## config.mk

```make
export PLATFORM = sky130hd
export DESIGN_NAME = latch_wr_sched_flat
export DESIGN_NICKNAME = d
export VERILOG_FILES = /design/src/rtl/latch_wr_sched_if.sv /design/src/rtl/latch_wr_sched.sv /design/src/flat_wrapper.sv
export SDC_FILE = /design/constraint.sdc
export NUM_CORES = 1
export LEC_CHECK = 0
export CAP_MARGIN = 20
export CORE_MARGIN = 1.5
export CORE_UTILIZATION = 40
export CTS_BUF_LIST = sky130_fd_sc_hd__clkbuf_4 sky130_fd_sc_hd__clkbuf_8 sky130_fd_sc_hd__clkbuf_16
export CTS_CLUSTER_DIAMETER = 120
export DETAILED_ROUTE_END_ITERATION = 12
export PLACE_DENSITY = 0.72
export SLEW_MARGIN = 5
export SYNTH_ARGS = -nofsm -noshare
export SYNTH_HDL_FRONTEND = slang
export SYNTH_SLANG_ARGS = --single-unit
```

## constraint.sdc

```tcl
create_clock -name clk -period 2.15 [get_ports clk]
set_input_delay 0.3225 -clock clk [delete_from_list [all_inputs] [get_ports clk]]
set_output_delay 0.3225 -clock clk [all_outputs]
set_load 0.05 [all_outputs]
```

## src/rtl/latch_wr_sched_if.sv

```systemverilog
// Bundle of requester-side and latch-bank-side signals for latch_wr_sched.
// The requester side drives req/addr/wdata. The scheduler drives everything else.
interface latch_wr_sched_if #(
  parameter int NREQ = 4,
  parameter int NLAT = 4,
  parameter int DW   = 1
);
  localparam int AW = (NLAT > 1) ? $clog2(NLAT) : 1;
  localparam int GW = $clog2(NREQ);

  logic [NREQ-1:0]    req;
  logic [NREQ*AW-1:0] addr;
  logic [NREQ*DW-1:0] wdata;
  logic [NREQ-1:0]    ack;
  logic               err;
  logic               busy;
  logic [GW-1:0]      gnt_id;
  logic [DW-1:0]      lat_d;
  logic [NLAT-1:0]    lat_en;

  modport master (output req, addr, wdata,
                  input  ack, err, busy, gnt_id, lat_d, lat_en);
  modport slave  (input  req, addr, wdata,
                  output ack, err, busy, gnt_id, lat_d, lat_en);
endinterface

```

## src/rtl/latch_wr_sched.sv

```systemverilog
// Round-robin write scheduler for a transparent-latch bank.
// It runs a SETUP / OPEN / HOLD sequence, so D is stable around every enable pulse.
module latch_wr_sched #(
  parameter int NREQ     = 4,
  parameter int NLAT     = 4,
  parameter int DW       = 1,
  parameter int OPEN_CYC = 2
) (
  input logic              clk,
  input logic              rst,
  latch_wr_sched_if.slave  bus
);
  localparam int AW = (NLAT > 1) ? $clog2(NLAT) : 1;
  localparam int GW = $clog2(NREQ);
  localparam int CW = (OPEN_CYC > 1) ? $clog2(OPEN_CYC) : 1;

  typedef enum logic [2:0] {S_IDLE, S_SETUP, S_OPEN, S_HOLD, S_ACK} state_t;

  state_t            r_state, w_state_next;
  logic [CW-1:0]     r_cnt, w_cnt_next;
  logic [GW-1:0]     r_ptr, w_ptr_next;
  logic [GW-1:0]     r_gnt, w_gnt_next;
  logic [AW-1:0]     r_addr, w_addr_next;
  logic              r_oor, w_oor_next;
  logic [NREQ-1:0]   r_ack, w_ack_next;
  logic              r_err, w_err_next;
  logic              r_busy, w_busy_next;
  logic [DW-1:0]     r_lat_d, w_lat_d_next;
  logic [NLAT-1:0]   r_lat_en, w_lat_en_next;

  logic [AW-1:0]     w_addr [NREQ];
  logic [DW-1:0]     w_wdata [NREQ];
  logic [NLAT-1:0]   w_en_onehot;
  logic [NREQ-1:0]   w_gnt_onehot;
  logic              w_found;
  logic [GW-1:0]     w_win;

  for (genvar gi = 0; gi < NREQ; gi++) begin : g_req
    assign w_addr[gi]       = bus.addr[gi*AW +: AW];
    assign w_wdata[gi]      = bus.wdata[gi*DW +: DW];
    assign w_gnt_onehot[gi] = (r_gnt == GW'(gi));
  end

  for (genvar gi = 0; gi < NLAT; gi++) begin : g_lat
    assign w_en_onehot[gi] = !r_oor && (r_addr == AW'(gi));
  end

  // The first active requester at or after r_ptr wins. The search wraps modulo NREQ.
  always_comb begin
    w_found = 1'b0;
    w_win   = '0;
    for (int k = 0; k < NREQ; k++) begin
      if (!w_found && bus.req[(int'(r_ptr) + k) % NREQ]) begin
        w_found = 1'b1;
        w_win   = GW'((int'(r_ptr) + k) % NREQ);
      end
    end
  end

  always_comb begin
    w_state_next  = r_state;
    w_cnt_next    = r_cnt;
    w_ptr_next    = r_ptr;
    w_gnt_next    = r_gnt;
    w_addr_next   = r_addr;
    w_oor_next    = r_oor;
    w_lat_d_next  = r_lat_d;
    w_lat_en_next = '0;
    w_ack_next    = '0;
    w_err_next    = 1'b0;
    unique case (r_state)
      S_IDLE: begin
        if (w_found) begin
          w_state_next = S_SETUP;
          w_gnt_next   = w_win;
          w_ptr_next   = GW'((int'(w_win) + 1) % NREQ);
          w_addr_next  = w_addr[w_win];
          w_oor_next   = (int'(w_addr[w_win]) >= NLAT);
          w_lat_d_next = w_wdata[w_win];
        end
      end
      S_SETUP: begin
        w_state_next  = S_OPEN;
        w_cnt_next    = CW'(OPEN_CYC - 1);
        w_lat_en_next = w_en_onehot;
      end
      S_OPEN: begin
        if (r_cnt == '0) begin
          w_state_next = S_HOLD;
        end else begin
          w_cnt_next    = r_cnt - 1'b1;
          w_lat_en_next = w_en_onehot;
        end
      end
      S_HOLD: begin
        w_state_next = S_ACK;
        w_ack_next   = w_gnt_onehot;
        w_err_next   = r_oor;
      end
      S_ACK:   w_state_next = S_IDLE;
      default: w_state_next = S_IDLE;
    endcase
    w_busy_next = (w_state_next != S_IDLE);
  end

  // Outputs are registered from the next-state values, so each one lines up with its own state.
  always_ff @(posedge clk or posedge rst) begin
    if (rst) begin
      r_state  <= S_IDLE;
      r_cnt    <= '0;
      r_ptr    <= '0;
      r_gnt    <= '0;
      r_addr   <= '0;
      r_oor    <= 1'b0;
      r_ack    <= '0;
      r_err    <= 1'b0;
      r_busy   <= 1'b0;
      r_lat_d  <= '0;
      r_lat_en <= '0;
    end else begin
      r_state  <= w_state_next;
      r_cnt    <= w_cnt_next;
      r_ptr    <= w_ptr_next;
      r_gnt    <= w_gnt_next;
      r_addr   <= w_addr_next;
      r_oor    <= w_oor_next;
      r_ack    <= w_ack_next;
      r_err    <= w_err_next;
      r_busy   <= w_busy_next;
      r_lat_d  <= w_lat_d_next;
      r_lat_en <= w_lat_en_next;
    end
  end

  assign bus.ack    = r_ack;
  assign bus.err    = r_err;
  assign bus.busy   = r_busy;
  assign bus.gnt_id = r_gnt;
  assign bus.lat_d  = r_lat_d;
  assign bus.lat_en = r_lat_en;
endmodule

```

## src/flat_wrapper.sv

```systemverilog
// flat-port wrapper written by rule: the top's interface ports become plain ports
module latch_wr_sched_flat 
#(
  parameter int NREQ     = 4,
  parameter int NLAT     = 4,
  parameter int DW       = 1,
  parameter int OPEN_CYC = 2
)
  (clk, rst, bus_req, bus_addr, bus_wdata, bus_ack, bus_err, bus_busy, bus_gnt_id, bus_lat_d, bus_lat_en);
  latch_wr_sched_if #(.NREQ(NREQ), .NLAT(NLAT), .DW(DW)) bus_i ();
  input logic clk;
  input logic rst;
  input wire logic [$bits(bus_i.req)-1:0] bus_req;
  input wire logic [$bits(bus_i.addr)-1:0] bus_addr;
  input wire logic [$bits(bus_i.wdata)-1:0] bus_wdata;
  output wire logic [$bits(bus_i.ack)-1:0] bus_ack;
  output wire logic [$bits(bus_i.err)-1:0] bus_err;
  output wire logic [$bits(bus_i.busy)-1:0] bus_busy;
  output wire logic [$bits(bus_i.gnt_id)-1:0] bus_gnt_id;
  output wire logic [$bits(bus_i.lat_d)-1:0] bus_lat_d;
  output wire logic [$bits(bus_i.lat_en)-1:0] bus_lat_en;
  assign bus_i.req = bus_req;
  assign bus_i.addr = bus_addr;
  assign bus_i.wdata = bus_wdata;
  assign bus_ack = bus_i.ack;
  assign bus_err = bus_i.err;
  assign bus_busy = bus_i.busy;
  assign bus_gnt_id = bus_i.gnt_id;
  assign bus_lat_d = bus_i.lat_d;
  assign bus_lat_en = bus_i.lat_en;
  latch_wr_sched #(.NREQ(NREQ), .NLAT(NLAT), .DW(DW), .OPEN_CYC(OPEN_CYC)) u_core (.clk(clk), .rst(rst), .bus(bus_i));
endmodule
```

# --- Word-level counts from Yosys, hierarchy flattened ---
# Cells that the tools add are included.
classes:
  add_sub_neg: 5
  n_lt_le_gt_ge: 5
  eq_ne: 9
  mux: 33
  n_bitwise: 4
  reduce_logical: 15
ops:
  columns: ["cell", "count"]
  rows:
  - ["$mux 1", 14]
  - ["$lt 3x4->1 const B", 3]
  - ["$mux 2", 6]
  - ["$pmux 3 s4", 1]
  - ["$bmux 1 s2", 5]
  - ["$eq 2x2->1 const B", 4]
  - ["$mux 4", 2]
  - ["$pmux 4 s2", 1]
  - ["$eq 3x2->1 const B", 2]
  - ["$mux 3", 2]
  - ["$reduce_or 2->1", 3]
  - ["$add 2x1->2 const B", 2]
  - ["$add 2x2->2 const B", 2]
  - ["$bmux 2 s2", 1]
  - ["$eq 2x1->1 const B", 2]
  - ["$logic_not 2->1", 2]
  - ["$and 1x1->1 const A", 3]
  - ["$eq 3x1->1 const B", 1]
  - ["$ge 3x3->1 const B", 1]
  - ["$logic_and 1x1->1", 3]
  - ["$logic_not 1->1", 3]
  - ["$logic_not 3->1", 1]
  - ["$lt 2x3->1 const B", 1]
  - ["$not 2->3", 1]
  - ["other kinds (5)", 5]
totals:
  regBits: 20
  output_inout_bits: 13
  wordCells: 80

# --- Logic depth before layout (Yosys ltp) ---
# Gate-level depths: netlist of the first run.
logic_depth:
  depth_word: 18
  mapped_depth: 5
  mapped_depth_nobuf: 5

# --- Worst setup path after synthesis of the first run ---
# Ideal clock, no wire load.
synth_timing:
  path_type: "flip-flop to flip-flop"
  startpoint: "register u_core.r_state[0]"
  endpoint: "register u_core.r_addr[1]"
  t_arrival_ns: 1.475
  t_required_ns: 2.064
  path_slack_ns: 0.589
  path_stages_with_launch: 5
  path_cell_list: "dfrtp_1 or4_4 buf_6 or2_4 o221ai_2"
synth_between:
  elab_chain_len: 2
synth_rtl:
  columns: ["element", "line", "source"]
  rows:
  - ["start, declared", "latch_wr_sched.sv:19", "state_t r_state, w_state_next;"]
  - ["start signal, assigned", "latch_wr_sched.sv:121", "r_state <= w_state_next;"]
  - ["$logic_not 3->1", "latch_wr_sched.sv:71", "unique case (r_state)"]
  - ["$reduce_and 2->1 (no line)", null, null]
  - ["end signal, assigned", "latch_wr_sched.sv:125", "r_addr <= w_addr_next;"]
  - ["end, declared", "latch_wr_sched.sv:23", "logic [AW-1:0] r_addr, w_addr_next;"]
# No other way between the ends.
# A chain may end at the register's enable or synchronous reset.

# --- Worst setup path after layout of the first run ---
layout_timing:
  startpoint: "register u_core.r_gnt[0], in the netlist u_core.bus.gnt_id[0]"
  endpoint: "output bus_gnt_id[0]"
layout_lines:
  columns: ["element", "line", "source"]
  rows:
  - ["start, declared", "latch_wr_sched.sv:22", "logic [GW-1:0] r_gnt, w_gnt_next;"]
  - ["start signal, assigned", "latch_wr_sched.sv:124", "r_gnt <= w_gnt_next;"]
  - ["end, declared", "flat_wrapper.sv:19", "output wire logic [$bits(bus_i.gnt_id)-1:0] bus_gnt_id;"]
# No word-level cell between the ends.

==> results of run 1 <==
synthesized netlist by cell type:
| cell | n |
|---|---|
| a21boi_0 | 1 |
| or2_4 | 1 |
| and3b_1 | 1 |
| mux2_2 | 1 |
| nand3b_1 | 2 |
| a21oi_1 | 6 |
| nor3b_1 | 2 |
| nor2_1 | 3 |
| o21ai_1 | 2 |
| inv_1 | 6 |
| nand2b_1 | 3 |
| o221ai_2 | 3 |
| a221oi_2 | 1 |
| nand2_1 | 10 |
| or4_4 | 1 |
| buf_4 | 1 |
| nand2b_4 | 1 |
| conb_1 | 1 |
| nor3_1 | 1 |
| a211o_1 | 1 |
| a22o_1 | 1 |
| a21oi_2 | 1 |
| o21ai_0 | 2 |
| buf_6 | 1 |
| dfrtp_1 | 20 |
| or3_1 | 1 |
| xnor2_1 | 1 |
| nor4_1 | 1 |
| and3_1 | 2 |
| mux2i_1 | 6 |
worst paths after layout:
kind / start / to / cells after the start
hold / removal: rst / u_core.bus.ack[2] / 2
hold reg to reg: u_core.r_addr[1] / u_core.bus.lat_en[0] / 1
setup / recovery: u_core.bus.gnt_id[0] / bus_gnt_id[0] / 1
setup reg to reg: u_core.r_state[0] / u_core.r_addr[1] / 3
max in group asynchronous: rst / u_core.r_ptr[1] / 2
min in group clk: u_core.r_addr[1] / u_core.bus.lat_en[0] / 1
metrics by stage:
stage | setup WS, ps | hold slack [ps] | power, W | instance area, sq um
global placement | 183 | 487 | 0.00163 | 1250
floorplan | 589 | 286 | 0.00138 | 940
CTS | 250 | 469 | 0.00196 | 1310
finish | 272 | 440 | 0.00194 | 1310
detailed placement | 158 | 482 | 0.00165 | 1250
global route | 187 | 527 | 0.00209 | 1310
registers in the layout, summed over array words and instances (netlist names):
| signal | cells |
|---|---|
| u_core.bus.busy | 1 |
| u_core.r_cnt | 1 |
| u_core.r_addr | 2 |
| u_core.bus.lat_en | 4 |
| u_core.r_state | 3 |
| u_core.bus.gnt_id | 2 |
| u_core.bus.lat_d | 1 |
| u_core.r_ptr | 2 |
| u_core.bus.ack | 4 |
routing by layer:
layer,track usage (%),wire length (microns)
met4,6.58,10
met2,29.1,867
met5,0,0
met3,2.63,82
met1,18.9,728
power by group:
group	total [W]	switching (W)	internal (W)	leakage [nW]
Combinational	0.000985	0.000575	0.000410	0.312
Clock	0.000299	0.000110	0.000188	0.0279
Sequential	0.000656	0.000130	0.000525	0.255
Total	0.00194	0.000816	0.00112	0.595
area by class of cell:
type,instances,area [sq um]
Fill cell,203,906
Inverter,6,22.5
Timing Repair Buffer,30,298
Clock inverter,1,30.0
Multi-Input combinational cell,56,398
Sequential cell,20,500
Tap cell,28,35.0
Clock buffer,3,22.5
cells by family after synthesis:
group / share of synthesized area, %
AO/OA/AOI/OAI: 15.3
XOR/XNOR: 0.932
buffers and inverters: 4.39
flip-flops: 53.3
multiplexers: 7.59
other: 0.399
AND/OR/NAND/NOR: 18.1
==> impl_metrics.env, run 1 <==
export IMPL_n_antenna_cell=0
export IMPL_tightest_slew_ps=720
export IMPL_worstPathRequired_ps=1830
export IMPL_syn_inst=84
export IMPL_clock_latency_ps=290
export IMPL_peakVddDrop_v=0.00104
export IMPL_clock_skew_ps=4.12
export IMPL_core_area_sq_mm=0.00221
export IMPL_path_buf_inv=1
export IMPL_grt_setup_unrepaired="no"
export IMPL_netlist_area_sq_um=940
export IMPL_layout_min_cycle_time_ps=1880
export IMPL_max_stage_delay_ps=830
export IMPL_syn_nets=102
export IMPL_antenna_found_initial=0
export IMPL_place_congestion=0.756
export IMPL_seq_area_frac_synth_pct=53.3
export IMPL_fin_setup_tns_ps=0
export IMPL_synth_avg_cell_area_sq_um=11.2
export IMPL_path_clk_slew_ps=110
export IMPL_clock_path_buffers=2
export IMPL_drive_gt1_share_pct=12.1
export IMPL_synthDistinctLibCells=30
export IMPL_path_cells="clkdlybuf4s50_1"
export IMPL_fmax_mhz=533
export IMPL_drc=0
export IMPL_synth_seq_cells=20
export IMPL_fin_crit_sh_pct=87.3
export IMPL_dr_pass1_iters=4
export IMPL_regToRegSetupSlack_ps=540
export IMPL_status="finished, final reports clean"
export IMPL_final_util_pct=59.0
export IMPL_postRouteAntennaNets=0
export IMPL_endpoint_kind="primary output"
export IMPL_synth_top_area_cell="dfrtp_1"
export IMPL_drt_iter0_markers=8
export IMPL_worstPathMaxFanout=6
export IMPL_power_density_mw_per_mm2=1480
export IMPL_grt_pass1_vias=764
export IMPL_postCtsHoldBufs=0
export IMPL_num_vias=711
export IMPL_cts_setup_buffers=0
export IMPL_grt_pass1_wl_microns=3210
export IMPL_die_area_sq_mm=0.00265
export IMPL_nets=135
export IMPL_avgRoutedWirePerCell_microns=11.7
export IMPL_placed_cells=140
export IMPL_final_max_slew_viol_count=0
export IMPL_h_tree_depth=1
export IMPL_clock_sinks=20
export IMPL_cap_violations=0
export IMPL_cts_buffers=3
export IMPL_fp_dieW_microns=51.5
export IMPL_grtUsageTotal_pct=16.2
export IMPL_cts_tree="built"
export IMPL_p_leak_nw=0.595
export IMPL_ys_warn_count=0
export IMPL_setup_violations=0
export IMPL_wl_microns=1690
export IMPL_start_kind="register"
export IMPL_via_per_inst=4.94
export IMPL_cp_slowest_cell="clkdlybuf4s50_1"
export IMPL_grt_overflow=0
export IMPL_hold_violations=0
export IMPL_io_pins=31
export IMPL_layout_cells_non_filler=144
export IMPL_maxSlewHeadroom_pct=52.0
export IMPL_cts_root_buffer="clkbuf_4"
export IMPL_syn2layout_area_growth_pct=39.0
export IMPL_grt_max_degree=21
export IMPL_hpwl_microns=1350
export IMPL_placement_io_buffers=29
export IMPL_cpLargestDelayFamily="buffers and inverters"
export IMPL_hold_path_class="in -> async"
export IMPL_final_common_cell="clkdlybuf4s50_1"
export IMPL_final_cell_mix="29 x clkdlybuf4s50_1, 20 x dfrtp_1, 10 x nand2_1"
export IMPL_cts_resized=0
export IMPL_critical_path_class="reg -> out"
export IMPL_rows=17
export IMPL_synth_area_leaders="dfrtp_1 53%, mux2i_1 6.4%, o221ai_2 4.8%, nand2_1 4.0%, a21oi_1 3.2%"
export IMPL_start_util_pct=42.5
export IMPL_die_y_microns=51.5
export IMPL_synth_top_area_share_pct=53.3
export IMPL_worstPathArrival_ps=1560
Note: power is estimated with default switching activity, not from simulation.
==> run 2: changes to the inputs <==
--- a/config.mk
+++ b/config.mk
@@ -5,13 +5,15 @@
 export SDC_FILE = /design/constraint.sdc
 export NUM_CORES = 1
 export LEC_CHECK = 0
+export ABC_AREA = 1
 export CAP_MARGIN = 20
 export CORE_MARGIN = 1.5
 export CORE_UTILIZATION = 40
 export CTS_BUF_LIST = sky130_fd_sc_hd__clkbuf_4 sky130_fd_sc_hd__clkbuf_8 sky130_fd_sc_hd__clkbuf_16
 export CTS_CLUSTER_DIAMETER = 120
+export CTS_CLUSTER_SIZE = 10
 export DETAILED_ROUTE_END_ITERATION = 12
-export PLACE_DENSITY = 0.72
+export PLACE_DENSITY = 0.68
 export SLEW_MARGIN = 5
 export SYNTH_ARGS = -nofsm -noshare
 export SYNTH_HDL_FRONTEND = slang
==> impl_metrics.env, run 2 <==
export IMPL_status="finished, final reports clean"
export IMPL_grt_pass1_vias=1069
export IMPL_drc=0
export IMPL_tightest_slew_ps=733
export IMPL_yosys_top_cells_count="51 x nand2_1, 25 x inv_1, 20 x dfrtp_1"
export IMPL_p_sw_share_pct=52.6
export IMPL_p_clk_share_pct=10.6
export IMPL_p_sw_w=0.00150
export IMPL_grt_max_degree=21
export IMPL_dr_pass1_iters=4
export IMPL_nets=214
export IMPL_synth_avg_cell_area_sq_um=7.51
export IMPL_synth_area_leaders="dfrtp_1 41%, nand2_1 16%, inv_1 7.7%, nand3_1 4.9%, nand2_2 4.1%"
export IMPL_grt_setup_unrepaired="no"
export IMPL_hold_slack_ps=432
export IMPL_synth_seq_cells=20
export IMPL_cts_resized=0
export IMPL_postCtsHoldBufs=0
export IMPL_ys_warn_count=0
export IMPL_syn_nets=181
export IMPL_cts_root_buffer="clkbuf_4"
export IMPL_fin_ws_ps=279
export IMPL_rows=19
export IMPL_grtUsageMet2_pct=27.9
export IMPL_num_vias=1106
export IMPL_use_met3_pct=3.74
export IMPL_h_tree_depth=1
export IMPL_avgRoutedWirePerCell_microns=10.9
export IMPL_synthMostInstantiatedCell="nand2_1"
export IMPL_path_clk_slew_ps=120
export IMPL_synth_top_area_share_pct=40.9
export IMPL_pwr_share_comb_pct=66.9
export IMPL_async_reset_ff_share_pct=100
export IMPL_place_ws_ps=150
export IMPL_final_max_slew_viol_count=0
export IMPL_ys_flop_type="dfrtp_1"
export IMPL_synth_edff_count=0
export IMPL_power_density_mw_per_mm2=1780
export IMPL_hold_violations=0
export IMPL_fmax_mhz=534
export IMPL_final_util_pct=56.4
export IMPL_worstReg2RegEnd="u_core.r_ptr[1]"
export IMPL_hold_path_class="in -> async"
export IMPL_place_congestion=0.846
export IMPL_start_kind="register"
export IMPL_design_area_sq_mm=0.00160
export IMPL_worstPathArrival_ps=2070
export IMPL_synthDistinctLibCells=26
export IMPL_drt_iter0_markers=16
export IMPL_hpwl_microns=2000
export IMPL_start_util_pct=43.3
export IMPL_setup_violations=0
export IMPL_placement_io_buffers=29
export IMPL_netlist_area_sq_mm=0.00122
export IMPL_placed_cell_area_sq_mm=0.00154
export IMPL_clock_latency_ps=300
export IMPL_cts_buffers=3
export IMPL_final_cell_mix="51 x nand2_1, 29 x clkdlybuf4s50_1, 25 x inv_1"
export IMPL_synth_top_area_cell="dfrtp_1"
export IMPL_internal_power_w=0.00135
export IMPL_final_common_cell="nand2_1"
export IMPL_grtUsageTotal_pct=16.2
export IMPL_fin_crit_sh_pct=87.0
export IMPL_syn_inst=163
export IMPL_p_leak_nw=0.837
export IMPL_critical_path_class="reg -> reg"
export IMPL_clock_path_buffers=2
export IMPL_use_met1_pct=19.9
export IMPL_drive_gt1_share_pct=15.9
export IMPL_io_pins=31
export IMPL_n_antenna_cell=0
export IMPL_antenna_found_initial=0
export IMPL_cts_tree="built"
export IMPL_timing_rr_start="u_core.r_ptr[0]"
export IMPL_reg2reg_depth=12
export IMPL_worstPathRequired_ps=2350
export IMPL_postRouteAntennaNets=0
export IMPL_gr_max_usage_layer="met2"
export IMPL_via_per_inst=4.89
export IMPL_cts_setup_buffers=0
export IMPL_maxSlewHeadroom_pct=51.1
export IMPL_core_area_sq_mm=0.00283
export IMPL_worstPathMaxFanout=9
export IMPL_grt_pass1_wl_microns=4270
export IMPL_endpoint_kind="register"
export IMPL_wl_microns=2470
export IMPL_fin_setup_tns_ps=0
export IMPL_die_area_sq_mm=0.00340
export IMPL_cap_violations=0
export IMPL_power_frac_seq_pct=22.5
export IMPL_clock_sinks=20
export IMPL_regToRegSetupSlack_ps=280
export IMPL_seq_area_frac_synth_pct=40.9
export IMPL_fp_dieW_microns=58.3
export IMPL_die_y_microns=58.3
export IMPL_syn2layout_area_growth_pct=30.2
export IMPL_layout_min_cycle_time_ps=1870
export IMPL_clock_skew_ps=10.8
export IMPL_grt_overflow=0
export IMPL_peakVddDrop_v=0.000903
[run 2: changes by cell type in the layout (fill, tap and decap cells not counted), moves of 3 or more]
cell / delta
nand2_2: +8
mux2i_1: -6
nor2_1: +5
nand2_1: +41
nand3_2: +3
nor3_1: +5
nand2b_1: -3
inv_2: +4
a21oi_1: -4
nand3_1: +12
inv_1: +19
o221ai_2: -3
nand2_4: +3
[run 2: stage by stage]
step / instances / total power [W]
after global placement: 222 / 0.00251
after CTS: 226 / 0.00286
after global routing: 226 / 0.00311
after detailed placement: 222 / 0.00255
after floorplan: 163 / 0.00213
final: 226 / 0.00285
[run 2: worst max-delay path: stages, from the launching register on]
cell and delay [ps]:
dfrtp_1 510, buf_4 200, nand2_2 70, nand3_1 110, nand2_1 110, inv_1 140, nand3b_1 120, nand2_2 150
inv_4 80, nand2_1 100, nand2_1 60, nand2_1 50, o21ai_1 70
[run 2: kinds of logic after synthesis]
logic type,count (synthesis),synth area share [%]
AND/OR/NAND/NOR,100,42.8
buffers and inverters,32,10.9
flip-flops,20,40.9
AO/OA/AOI/OAI,10,5.11
other,1,0.306
[run 2: per-layer routing]
metal / wire [microns] / up-vias
met4: 38 / 0
met2: 1170 / 29
li1: - / 566
met1: 1160 / 507
met5: 0 / -
met3: 95 / 4
[run 2: power by group through the flow]
stage	Clock (W)	Combinational (W)	Sequential, W
global route	0.000326	0.00212	0.000661
CTS	0.000310	0.00191	0.000640
finish	0.000302	0.00190	0.000641
global placement	0	0.00187	0.000642
floorplan	0	0.00126	0.000873
detailed placement	0	0.00190	0.000649
[run 2: how the worst max path moves through the flow]
stage                         start                to  slack [ps]
2_1_floorplan       u_core.r_ptr[0]  u_core.bus.lat_d         620
3_3_place_gp             bus_req[2]  u_core.bus.lat_d         180
3_5_place_dp             bus_req[0]   u_core.r_ptr[1]         150
4_1_cts        u_core.bus.gnt_id[0]     bus_gnt_id[0]         280
5_1_grt             u_core.r_ptr[0]  u_core.r_addr[0]         130
6_report            u_core.r_ptr[0]   u_core.r_ptr[1]         280
[run 2: cell type report]
type | count | area (sq um)
inverters | 30 | 115
clock inverters | 1 | 30.0
repair buffers | 30 | 298
multi-input cells | 111 | 591
well taps | 31 | 38.8
clock buffers | 3 | 22.5
flip-flops and latches | 20 | 500
fillers | 272 | 1230
==> run 3: changes to the inputs <==
--- a/config.mk
+++ b/config.mk
@@ -5,7 +5,6 @@
 export SDC_FILE = /design/constraint.sdc
 export NUM_CORES = 1
 export LEC_CHECK = 0
-export ABC_AREA = 1
 export CAP_MARGIN = 20
 export CORE_MARGIN = 1.5
 export CORE_UTILIZATION = 40
@@ -13,7 +12,7 @@
 export CTS_CLUSTER_DIAMETER = 120
 export CTS_CLUSTER_SIZE = 10
 export DETAILED_ROUTE_END_ITERATION = 12
-export PLACE_DENSITY = 0.68
+export PLACE_DENSITY = 0.72
 export SLEW_MARGIN = 5
 export SYNTH_ARGS = -nofsm -noshare
 export SYNTH_HDL_FRONTEND = slang
==> results of run 3 <==
The final DEF is identical to that of run 1; final timing and power are the same.
